## src/rtl/keypad_scan_ctrl.sv

```systemverilog
// Keypad scan sequencer: row strobing, frame debounce, press detection and key-event queue.
module keypad_scan_ctrl #(
    parameter int unsigned TICK_DIV       = 25000,
    parameter int unsigned DEBOUNCE_SCANS = 4,
    parameter int unsigned FIFO_DEPTH     = 4
) (
    input  logic       clk,
    input  logic       rst_n,
    input  logic [2:0] column,
    output logic [3:0] row,
    output logic [3:0] key_code,
    output logic       key_valid,
    input  logic       key_ready,
    output logic       key_held,
    output logic       overflow
);

    localparam int unsigned PRE_W = (TICK_DIV > 1) ? $clog2(TICK_DIV) : 1;
    localparam int unsigned DB_W  = $clog2(DEBOUNCE_SCANS + 1);
    localparam int unsigned PTR_W = $clog2(FIFO_DEPTH);
    localparam int unsigned CNT_W = PTR_W + 1;

    typedef enum logic [1:0] {S0, S1, S2, S3} state_t;

    state_t            state, state_next;
    logic [3:0]        row_next;
    logic [2:0]        col_s1, col_s2;
    logic [PRE_W-1:0]  pre_cnt;
    logic              tick;

    logic [8:0]        frame_build;
    logic [11:0]       raw_frame;
    logic              frame_done;

    logic [11:0]       cand, cand_next, accepted, prev_acc;
    logic [DB_W-1:0]   db_cnt, db_cnt_next;
    logic              accept_c, accept_q;

    logic [3:0]        press_code, push_code;
    logic              press_c, push_q;

    logic [3:0]        mem [FIFO_DEPTH];
    logic [PTR_W-1:0]  rd_ptr, wr_ptr, rd_next;
    logic [CNT_W-1:0]  fifo_cnt, cnt_after_pop, fifo_cnt_next;
    logic              pop_c, full_c, wr_en_c, drop_c;
    logic [3:0]        head_next;

    assign tick = (pre_cnt == PRE_W'(TICK_DIV - 1));

    // Two-flop synchroniser for the column return.
    always_ff @(posedge clk or negedge rst_n) begin
        if (!rst_n) begin
            col_s1 <= 3'b000;
            col_s2 <= 3'b000;
        end else begin
            col_s1 <= column;
            col_s2 <= col_s1;
        end
    end

    // Row-step prescaler.
    always_ff @(posedge clk or negedge rst_n) begin
        if (!rst_n) pre_cnt <= '0;
        else        pre_cnt <= tick ? '0 : pre_cnt + PRE_W'(1);
    end

    // Scan state and registered row strobe.
    always_ff @(posedge clk or negedge rst_n) begin
        if (!rst_n) begin
            state <= S0;
            row   <= 4'b0001;
        end else begin
            state <= state_next;
            row   <= row_next;
        end
    end

    // Scan sequencing: advance one row per tick.
    always_comb begin
        state_next = state;
        row_next   = row;
        if (tick) begin
            case (state)
                S0: begin state_next = S1; row_next = 4'b0010; end
                S1: begin state_next = S2; row_next = 4'b0100; end
                S2: begin state_next = S3; row_next = 4'b1000; end
                S3: begin state_next = S0; row_next = 4'b0001; end
            endcase
        end
    end

    // Column capture into the frame under construction; S3 tick completes it.
    always_ff @(posedge clk or negedge rst_n) begin
        if (!rst_n) begin
            frame_build <= '0;
            raw_frame   <= '0;
            frame_done  <= 1'b0;
        end else begin
            frame_done <= tick && (state == S3);
            if (tick) begin
                case (state)
                    S0: frame_build[2:0] <= col_s2;
                    S1: frame_build[5:3] <= col_s2;
                    S2: frame_build[8:6] <= col_s2;
                    S3: raw_frame        <= {col_s2, frame_build};
                endcase
            end
        end
    end

    // Frame debounce: count identical frames, accept on reaching the threshold.
    always_comb begin
        cand_next   = cand;
        db_cnt_next = db_cnt;
        accept_c    = 1'b0;
        if (frame_done) begin
            if (raw_frame == cand) begin
                if (db_cnt < DB_W'(DEBOUNCE_SCANS)) begin
                    db_cnt_next = db_cnt + DB_W'(1);
                    accept_c    = (db_cnt == DB_W'(DEBOUNCE_SCANS - 1));
                end
            end else begin
                cand_next   = raw_frame;
                db_cnt_next = DB_W'(1);
                accept_c    = (DEBOUNCE_SCANS == 1);
            end
        end
    end

    // Debounce state and accepted frame history.
    always_ff @(posedge clk or negedge rst_n) begin
        if (!rst_n) begin
            cand     <= '0;
            db_cnt   <= '0;
            accept_q <= 1'b0;
            accepted <= '0;
            prev_acc <= '0;
            key_held <= 1'b0;
        end else begin
            cand     <= cand_next;
            db_cnt   <= db_cnt_next;
            accept_q <= accept_c;
            if (accept_c) begin
                prev_acc <= accepted;
                accepted <= cand_next;
                key_held <= |cand_next;
            end
        end
    end

    // Press detection: single key from an all-released frame.
    always_comb begin
        press_code = 4'h0;
        for (int i = 0; i < 12; i++) begin
            if (accepted[i]) press_code = 4'(i);
        end
        press_c = accept_q && (accepted != 12'h000)
                  && ((accepted & (accepted - 12'd1)) == 12'h000)
                  && (prev_acc == 12'h000);
    end

    // Registered press event.
    always_ff @(posedge clk or negedge rst_n) begin
        if (!rst_n) begin
            push_q    <= 1'b0;
            push_code <= 4'h0;
        end else begin
            push_q    <= press_c;
            push_code <= press_code;
        end
    end

    // Queue control: push/pop arbitration and look-ahead head selection.
    always_comb begin
        pop_c         = key_valid && key_ready;
        full_c        = (fifo_cnt == CNT_W'(FIFO_DEPTH));
        wr_en_c       = push_q && (!full_c || pop_c);
        drop_c        = push_q && full_c && !pop_c;
        cnt_after_pop = fifo_cnt - CNT_W'(pop_c);
        fifo_cnt_next = cnt_after_pop + CNT_W'(wr_en_c);
        rd_next       = rd_ptr + PTR_W'(pop_c);
        if (cnt_after_pop == '0) head_next = wr_en_c ? push_code : 4'h0;
        else                     head_next = mem[rd_next];
    end

    // Queue storage.
    always_ff @(posedge clk) begin
        if (wr_en_c) mem[wr_ptr] <= push_code;
    end

    // Queue pointers and registered head outputs.
    always_ff @(posedge clk or negedge rst_n) begin
        if (!rst_n) begin
            fifo_cnt  <= '0;
            rd_ptr    <= '0;
            wr_ptr    <= '0;
            key_valid <= 1'b0;
            key_code  <= 4'h0;
            overflow  <= 1'b0;
        end else begin
            fifo_cnt  <= fifo_cnt_next;
            rd_ptr    <= rd_next;
            wr_ptr    <= wr_ptr + PTR_W'(wr_en_c);
            key_valid <= (fifo_cnt_next != '0);
            key_code  <= head_next;
            overflow  <= drop_c;
        end
    end

endmodule

```

## config.mk

```make
export PLATFORM = sky130hd
export DESIGN_NAME = keypad_scan_ctrl
export DESIGN_NICKNAME = d
export VERILOG_FILES = /design/src/rtl/keypad_scan_ctrl.sv
export SDC_FILE = /design/constraint.sdc
export NUM_CORES = 1
export LEC_CHECK = 0
export CAP_MARGIN = 20
export CORE_MARGIN = 4
export CORE_UTILIZATION = 40
export DETAILED_ROUTE_END_ITERATION = 8
export PLACE_DENSITY = 0.56
export REMOVE_ABC_BUFFERS = 1
export SETUP_SLACK_MARGIN = 0.1
export SLEW_MARGIN = 20
export SYNTH_ARGS = -nofsm -noshare
export SYNTH_HDL_FRONTEND = slang
export SYNTH_SLANG_ARGS = --single-unit
```

## constraint.sdc

```tcl
create_clock -name clk -period 6.5 [get_ports clk]
set_clock_uncertainty 0.1 [all_clocks]
set_input_delay 1.3 -clock clk [delete_from_list [all_inputs] [get_ports clk]]
set_output_delay 1.3 -clock clk [all_outputs]
set_load 0.01 [all_outputs]
```

==> reports/qor_table.md <==
| Quantity | Value |
| --- | --- |
| Shortest clock period the worst path allows after layout | 3.24 ns |
| Share of the clock period used by the worst path | 0.498 |
| Asr flop ratio synth | 0.871 |
| Power per unit of standard cell area | 307 mW/mm^2 |
| Clock transition at the registers of the reported paths | 0.06 ns |
| Average wire per cell in the routed design | 14.5 um |
| Routability-driven placement congestion ratio | 0.750 |
| Setup repair bufs after CTS | 0 |
| Slew Limit Headroom | 0.520 |
| Count of endpoints failing hold in the final timing report | 0 |
| Worst path arrival time | 3.42 ns |
| Number of flops mapped to enable cells by yosys | 16 |
| Area of all placed cells without fillers | 0.00618 sq mm |
| Clock Root Buffer | clkbuf_16 |
| Cell with the most instances on the worst path | ha_1 |
| First-pass detailed-route iteration total | 4 |
| Number of clock buffers inserted by TritonCTS | 17 |
| Maximum operating frequency | 0.309 GHz |
| Worst setup slack after layout | 3.26 ns |
| RSZ-0062 raised after global routing | no |
| Synthesized area per cell | 13.8 sq um |
| Run status | finished, final reports clean |
| Warning count from the yosys run | 0 |
| Pin slew with the least headroom to its limit | 0.720 ns |
| Leading post-synthesis cells by instance count | 107 x dfrtp_1, 40 x mux2_2, 24 x nand2_1 |
| Dominant cell type by area after synthesis | dfrtp_1 |
| Die Footprint | 0.0150 sq mm |
| Total negative slack | 0 ns |
| Cell count after synthesis | 380 |
| Most repeated cell in the gate-level netlist after synthesis | dfrtp_1 |
| Area of placed instances | 0.00556 sq mm |
| Total Wirelength | 8640 um |
| Post-synthesis cell area | 0.00523 sq mm |
| Reg-to-reg slack, setup | 4.02 ns |
| Worst voltage drop across the vdd grid | 0.192 mV |
| Clock buffer depth | 2 |
| Final global-route overflow total | 0 |
| Clock latency on the worst-skew pair | 0.41 ns |
| Row cnt | 41 |
| Vias after detailed routing | 2,885 |
| Critical path class | in -> reg |
| IO Pins | 17 |
| Crit Reg-Reg Startpoint | cand[1]$_DFF_PN0_ |
| Total GRT Usage | 0.133 |
| Layout cells sized above 1 | 0.235 |
| Post-synth top flop | dfrtp_1 |
| Drt first-iter violations | 154 |
| Largest fanout on the critical path | 10 |
| DP Worst Slack | 2.79 ns |
| Origin of the worst setup path | key_ready |
| Std-Cell Core Area | 0.0127 sq mm |
| Critical-path cell list | clkdlybuf4s50_1 > and2_1 > nor3_1 > a21boi_1 > ha_1 > ha_1 > or3_1 |
| Number of register bits inferred by synthesis | 124 |
| Slowest cell delay on critical path | 0.57 ns |
| Post-route ant nets | 0 |
| First-pass GRT wire length | 15,300 um |
| Detailed placement HPWL | 5910 um |
| Vias per inst | 4.86 |
| Number of H-tree branching levels | 4 |
| Number of global-route vias before repair | 3,108 |
| Antenna diodes | 0 |
| Count of input and output buffers | 16 |
| Max Transition Viols Final | 0 |
| Initial antenna violation count | 0 |
| Starting utilization of the core area | 0.411 |
| Post-detailed-route DRC marker count | 0 |
| Critical path required time | 6.69 ns |
| Share of the synthesized area in the top cell type | 0.512 |
| Nets@finish | 429 |
| Number of clock sinks | 124 |
| Endpoint of the worst-slack reg-to-reg timing path | prev_acc[7]$_DFFE_PN0P_ |
| Critical Path End Type | register |
| Clock tree from TritonCTS | done |
| Maximum number of pins on one net before global-route repair | 60 |
| Capturing element of the worst setup path | key_valid$_DFF_PN0_ |
| Vertical die dimension | 122 um |
| Register area share after synthesis | 0.608 |
| Startpoint class of the critical path | input pin |
| Slowest library cell on the worst path | a21boi_1 |
| Number of max-cap violations | 0 |
| Worst Reg-to-Reg Cells | 5 |
| Distinct cell type count of the synthesized netlist | 41 |
| Synth area leaders | dfrtp_1 51%, edfxtp_1 9.2%, mux2_2 8.6% |
| Width of the chip | 122 um |
| Number of buffers inserted by hold repair at cts | 0 |
| Leakage power total | 2.99 nW |
| Worst hold path type | reg -> reg |
| Growth of design area from synthesis to finish | 18.0% |
| Setup violation total in the final timing report | 0 |
| Fraction of the core area covered by cells at the end of the flow | 0.486 |
| Number of instances resized during post-cts repair | 0 |
[per-layer routing]
layer	share of wire	global-route usage	wire, um
met2	0.50	0.213	4280
met1	0.46	0.166	3950
met3	0.030	0.0438	258
met4	0.017	0.0567	148
met5	0	0	0
[critical path: cells and delay by family]
kind | cells | cell delay, ns
compound gates | 1 | 0.57
buf+inv | 1 | 0.45
simple gates | 3 | 0.60
fa+ha+maj | 2 | 0.50
[registers in the layout (all words and copies together) (netlist names), 9 cells and up]
name / count
mem: 16
pre_cnt: 15
accepted: 12
cand: 12
prev_acc: 12
raw_frame: 12
frame_build: 9
[layout by cell type (no fill, tap or decap), types with 5 or more instances in the layout]
cell type | netlist | layout
o21ai_0 | 17 | 17
ha_1 | 14 | 14
mux2_2 | 40 | 40
clkdlybuf4s50_1 | 0 | 15
nor4_1 | 10 | 9
a21oi_1 | 5 | 5
xnor2_1 | 10 | 10
clkbuf_16 | 0 | 17
nor3_1 | 9 | 9
xor2_1 | 19 | 19
nand3_1 | 8 | 8
nand2_1 | 24 | 24
dfrtp_1 | 107 | 107
nor2_1 | 19 | 19
mux2_4 | 19 | 19
edfxtp_1 | 16 | 16
inv_1 | 19 | 19
[how the worst min path moves through the flow]
stage | start | to | depth (start not counted)
6_report | col_s1[2]$_DFF_PN0_ | col_s2[2]$_DFF_PN0_ | 0
3_5_place_dp | col_s1[2]$_DFF_PN0_ | col_s2[2]$_DFF_PN0_ | 0
4_1_cts | col_s1[2]$_DFF_PN0_ | col_s2[2]$_DFF_PN0_ | 0
3_3_place_gp | col_s1[0]$_DFF_PN0_ | col_s2[0]$_DFF_PN0_ | 0
2_1_floorplan | col_s1[0]$_DFF_PN0_ | col_s2[0]$_DFF_PN0_ | 0
5_1_grt | col_s1[2]$_DFF_PN0_ | col_s2[2]$_DFF_PN0_ | 0
[through the flow]
step	power (W)	hold slack (ns)	cells
CTS	0.00193	0.254	594
global placement	0.000936	0.233	562
finish	0.00190	0.251	594
detailed placement	0.000940	0.241	562
global route	0.00198	0.267	594
floorplan	0.000902	0.231	372
[power breakdown]
| group | total, W | internal [W] | switching (W) |
|---|---|---|---|
| registers | 0.000816 | 0.000805 | 0.0000106 |
| clock network | 0.000976 | 0.000640 | 0.000336 |
| logic | 0.000106 | 0.0000447 | 0.0000615 |
| total | 0.00190 | 0.00149 | 0.000408 |
[area by class of cell]
type | count | area [sq um]
Fill cell | 1183 | 6550
Sequential cell | 124 | 3180
Multi-Input combinational cell | 229 | 1910
Clock buffer | 17 | 425
Tap cell | 172 | 215
Clock inverter | 15 | 195
Timing Repair Buffer | 18 | 173
Inverter | 19 | 71.3
[logic make-up (layout without fill, tap and decap cells)]
group | count (synthesis) | after routing | share of synthesized area
adders and majority gates | 15 | 15 | 0.0354
buffers and inverters | 27 | 69 | 0.0273
AOI/OAI and AO/OA | 29 | 29 | 0.0313
and+or+nand+nor | 91 | 91 | 0.0875
muxes | 65 | 65 | 0.162
xor gates and xnor gates | 29 | 29 | 0.0485
DFF | 124 | 124 | 0.608
No activity file was read; power rests on OpenSTA's default activity.
==> edit (config.mk and constraints unchanged) <==
Put one more register stage on the output `overflow`, cleared by the reset. The value now appears one clock later. The other outputs are not delayed to match.
--- a/src/rtl/keypad_scan_ctrl.sv
+++ b/src/rtl/keypad_scan_ctrl.sv
@@ -22,6 +22,8 @@
 
     typedef enum logic [1:0] {S0, S1, S2, S3} state_t;
 
+    logic overflow_s0;
+
     state_t            state, state_next;
     logic [3:0]        row_next;
     logic [2:0]        col_s1, col_s2;
@@ -196,14 +198,22 @@
             wr_ptr    <= '0;
             key_valid <= 1'b0;
             key_code  <= 4'h0;
-            overflow  <= 1'b0;
+            overflow_s0 <= 1'b0;
         end else begin
             fifo_cnt  <= fifo_cnt_next;
             rd_ptr    <= rd_next;
             wr_ptr    <= wr_ptr + PTR_W'(wr_en_c);
             key_valid <= (fifo_cnt_next != '0);
             key_code  <= head_next;
-            overflow  <= drop_c;
+            overflow_s0 <= drop_c;
+        end
+    end
+
+    always_ff @(posedge clk or negedge rst_n) begin
+        if (!rst_n) begin
+            overflow <= '0;
+        end else begin
+            overflow <= overflow_s0;
         end
     end
 
Behaviour: same outputs for any inputs over 10 cycles, from zero or initial values and one cycle with rst_n low; that may be too few to reach the edited logic, so the function may still have changed.
==> edit against the original RTL <==
  * Routed wire length rose by 2.7%
  * Cell area increased by 0.45%
  * Largest power group unchanged
  * Sequential cell count rose by 1
  * Hold slack worse by 3.8 ps
  * Largest cell class unchanged
  * Die area is 0.45% higher
  * Setup slack gained 14 ps
  * Utilization up 0.22 points
  * Power is 0.86% higher
  * Synthesized area is 0.48% higher
==> edit: results (changes against the original RTL) <==
drive_gt1_frac: 0.234  # -0.000555
grt_pass1_vias: 3001  # -3.4%
grt.total_usage: 0.134  # +0.00143
avgSynthCellArea_um2: 13.8  # +0.21%
ys_seq_area_frac: 0.610  # +0.00186
vias_per_cell: 4.85  # -0.17%
wl_per_cell_um: 14.9  # +2.5%
ys_types: 41  # unchanged
post_cts_buffers: 0  # unchanged
antenna_found_initial: 0  # unchanged
hp-class: "flip-flop to flip-flop"
clock_path_buffers: 2  # unchanged
grt_pass1_wl_um: 15300  # about the same
dp_hpwl_um: 5910  # about the same
cts.clk_slew.worst_paths_ps: 50
port_buffers: 16  # unchanged
vias: 2885  # unchanged
placed_cell_area_mm2: 0.00558  # +0.45%
crit_arrival_ps: 3410  # about the same
crit_fanout: 10  # unchanged
holdWs_ps: 247  # -3.84 ps
gp_congestion: 0.730  # -2.7%
grt_start_max_net_pins: 58  # -3.3%
insertion_delay_ps: 410  # about the same
htreeDepth: 4  # unchanged
top_regs: "mem x16, pre_cnt x15"
yosys-top-cells-count: "dfrtp_1 (108), mux2_2 (40), nand2_1 (24)"
vdd_drop_max_mv: 0.168  # -12%
drtPass1Iterations: 4  # unchanged
worst_slew_pin_slew_ps: 729  # +9.08 ps
async_flop_share: 0.872  # +0.00103
initialDrtViolationCount: 130  # -16%
nNetsFinal: 430  # +0.23%
p_leak_nw: 3.00  # +0.32%
synth_edf_count: 16  # unchanged
nFillCells: 1179  # -0.34%
root_buffer: "clkbuf_16"
dp_cells: 563  # +0.18%
synth_area_leaders: "dfrtp_1 (51%), edfxtp_1 (9.1%), mux2_2 (8.6%)"
cts_resized: 0  # unchanged
internal-power_mw: 1.50  # +0.69%
antenna_cells: 0  # unchanged
status: "complete, no violations"
timing.reg2reg.setup_slack_ps: 4020  # about the same
yosys_warnings: 0  # unchanged
cts_buffers: 17  # unchanged
## edit: changes by cell type after synthesis, sizes merged
cell and delta:
dfrtp +1
## edit: final timing paths
check / start / end / cells past startpoint
setup reg to reg: pre_cnt[11]$_DFF_PN0_ / raw_frame[7]$_DFFE_PN0P_ / 6
hold reg to reg: col_s1[0]$_DFF_PN0_ / col_s2[0]$_DFF_PN0_ / 0
max in group asynchronous: rst_n / prev_acc[2]$_DFFE_PN0P_ / 2
setup / recovery: key_ready / key_valid$_DFF_PN0_ / 7
min in group asynchronous: rst_n / overflow$_DFF_PN0_ / 1
hold / removal: col_s1[0]$_DFF_PN0_ / col_s2[0]$_DFF_PN0_ / 0
## edit: per-stage QoR
step | setup WS [ps] | util
3_5_place_dp | 2850 | 0.439
6_report | 3280 | 0.488
2_1_floorplan | 3010 | -
4_1_cts | 3290 | 0.488
5_1_grt | 3140 | 0.488
3_3_place_gp | 2910 | 0.439
## edit: layer usage
layer  track usage  vias up  part of all wire
met4        0.0630        0             0.019
met1         0.174     1436              0.47
met3        0.0447       13             0.033
met5             0        -                 0
met2         0.205       37              0.48
li1              -     1399                 -
## edit: layout make-up
class                      instances  share of cell area
sequential                       125               0.517
clock inverter                    13              0.0307
multi-input combinational        229               0.308
clock buffer                      19              0.0698
inverter                          19              0.0115
tap                              172              0.0347
timing repair buffer              18              0.0278
## edit: critical path, stage by stage
cell and delay [ps]:
clkdlybuf4s50_1 440, and2_1 170, nor3_1 70, a21boi_1 560
ha_1 260, ha_1 240, or3_1 370
## edit: power groups by stage
stage,sequential [mW],clock (mW),combinational [mW]
after detailed placement,0.837,0,0.111
final,0.822,0.984,0.108
after global placement,0.836,0,0.107
after CTS,0.822,1.01,0.112
after global routing,0.825,1.05,0.127
after floorplan,0.834,0,0.0743
## edit: kinds of logic (layout without fill, tap and decap cells)
kind of cell,Yosys count,count (layout),synth area share
simple gates,91,91,0.0871
buf+inv,27,69,0.0271
flops,125,125,0.610
compound gates,29,29,0.0312
fa+ha+maj,15,15,0.0352
xor+xnor,29,29,0.0483
mux,65,65,0.161
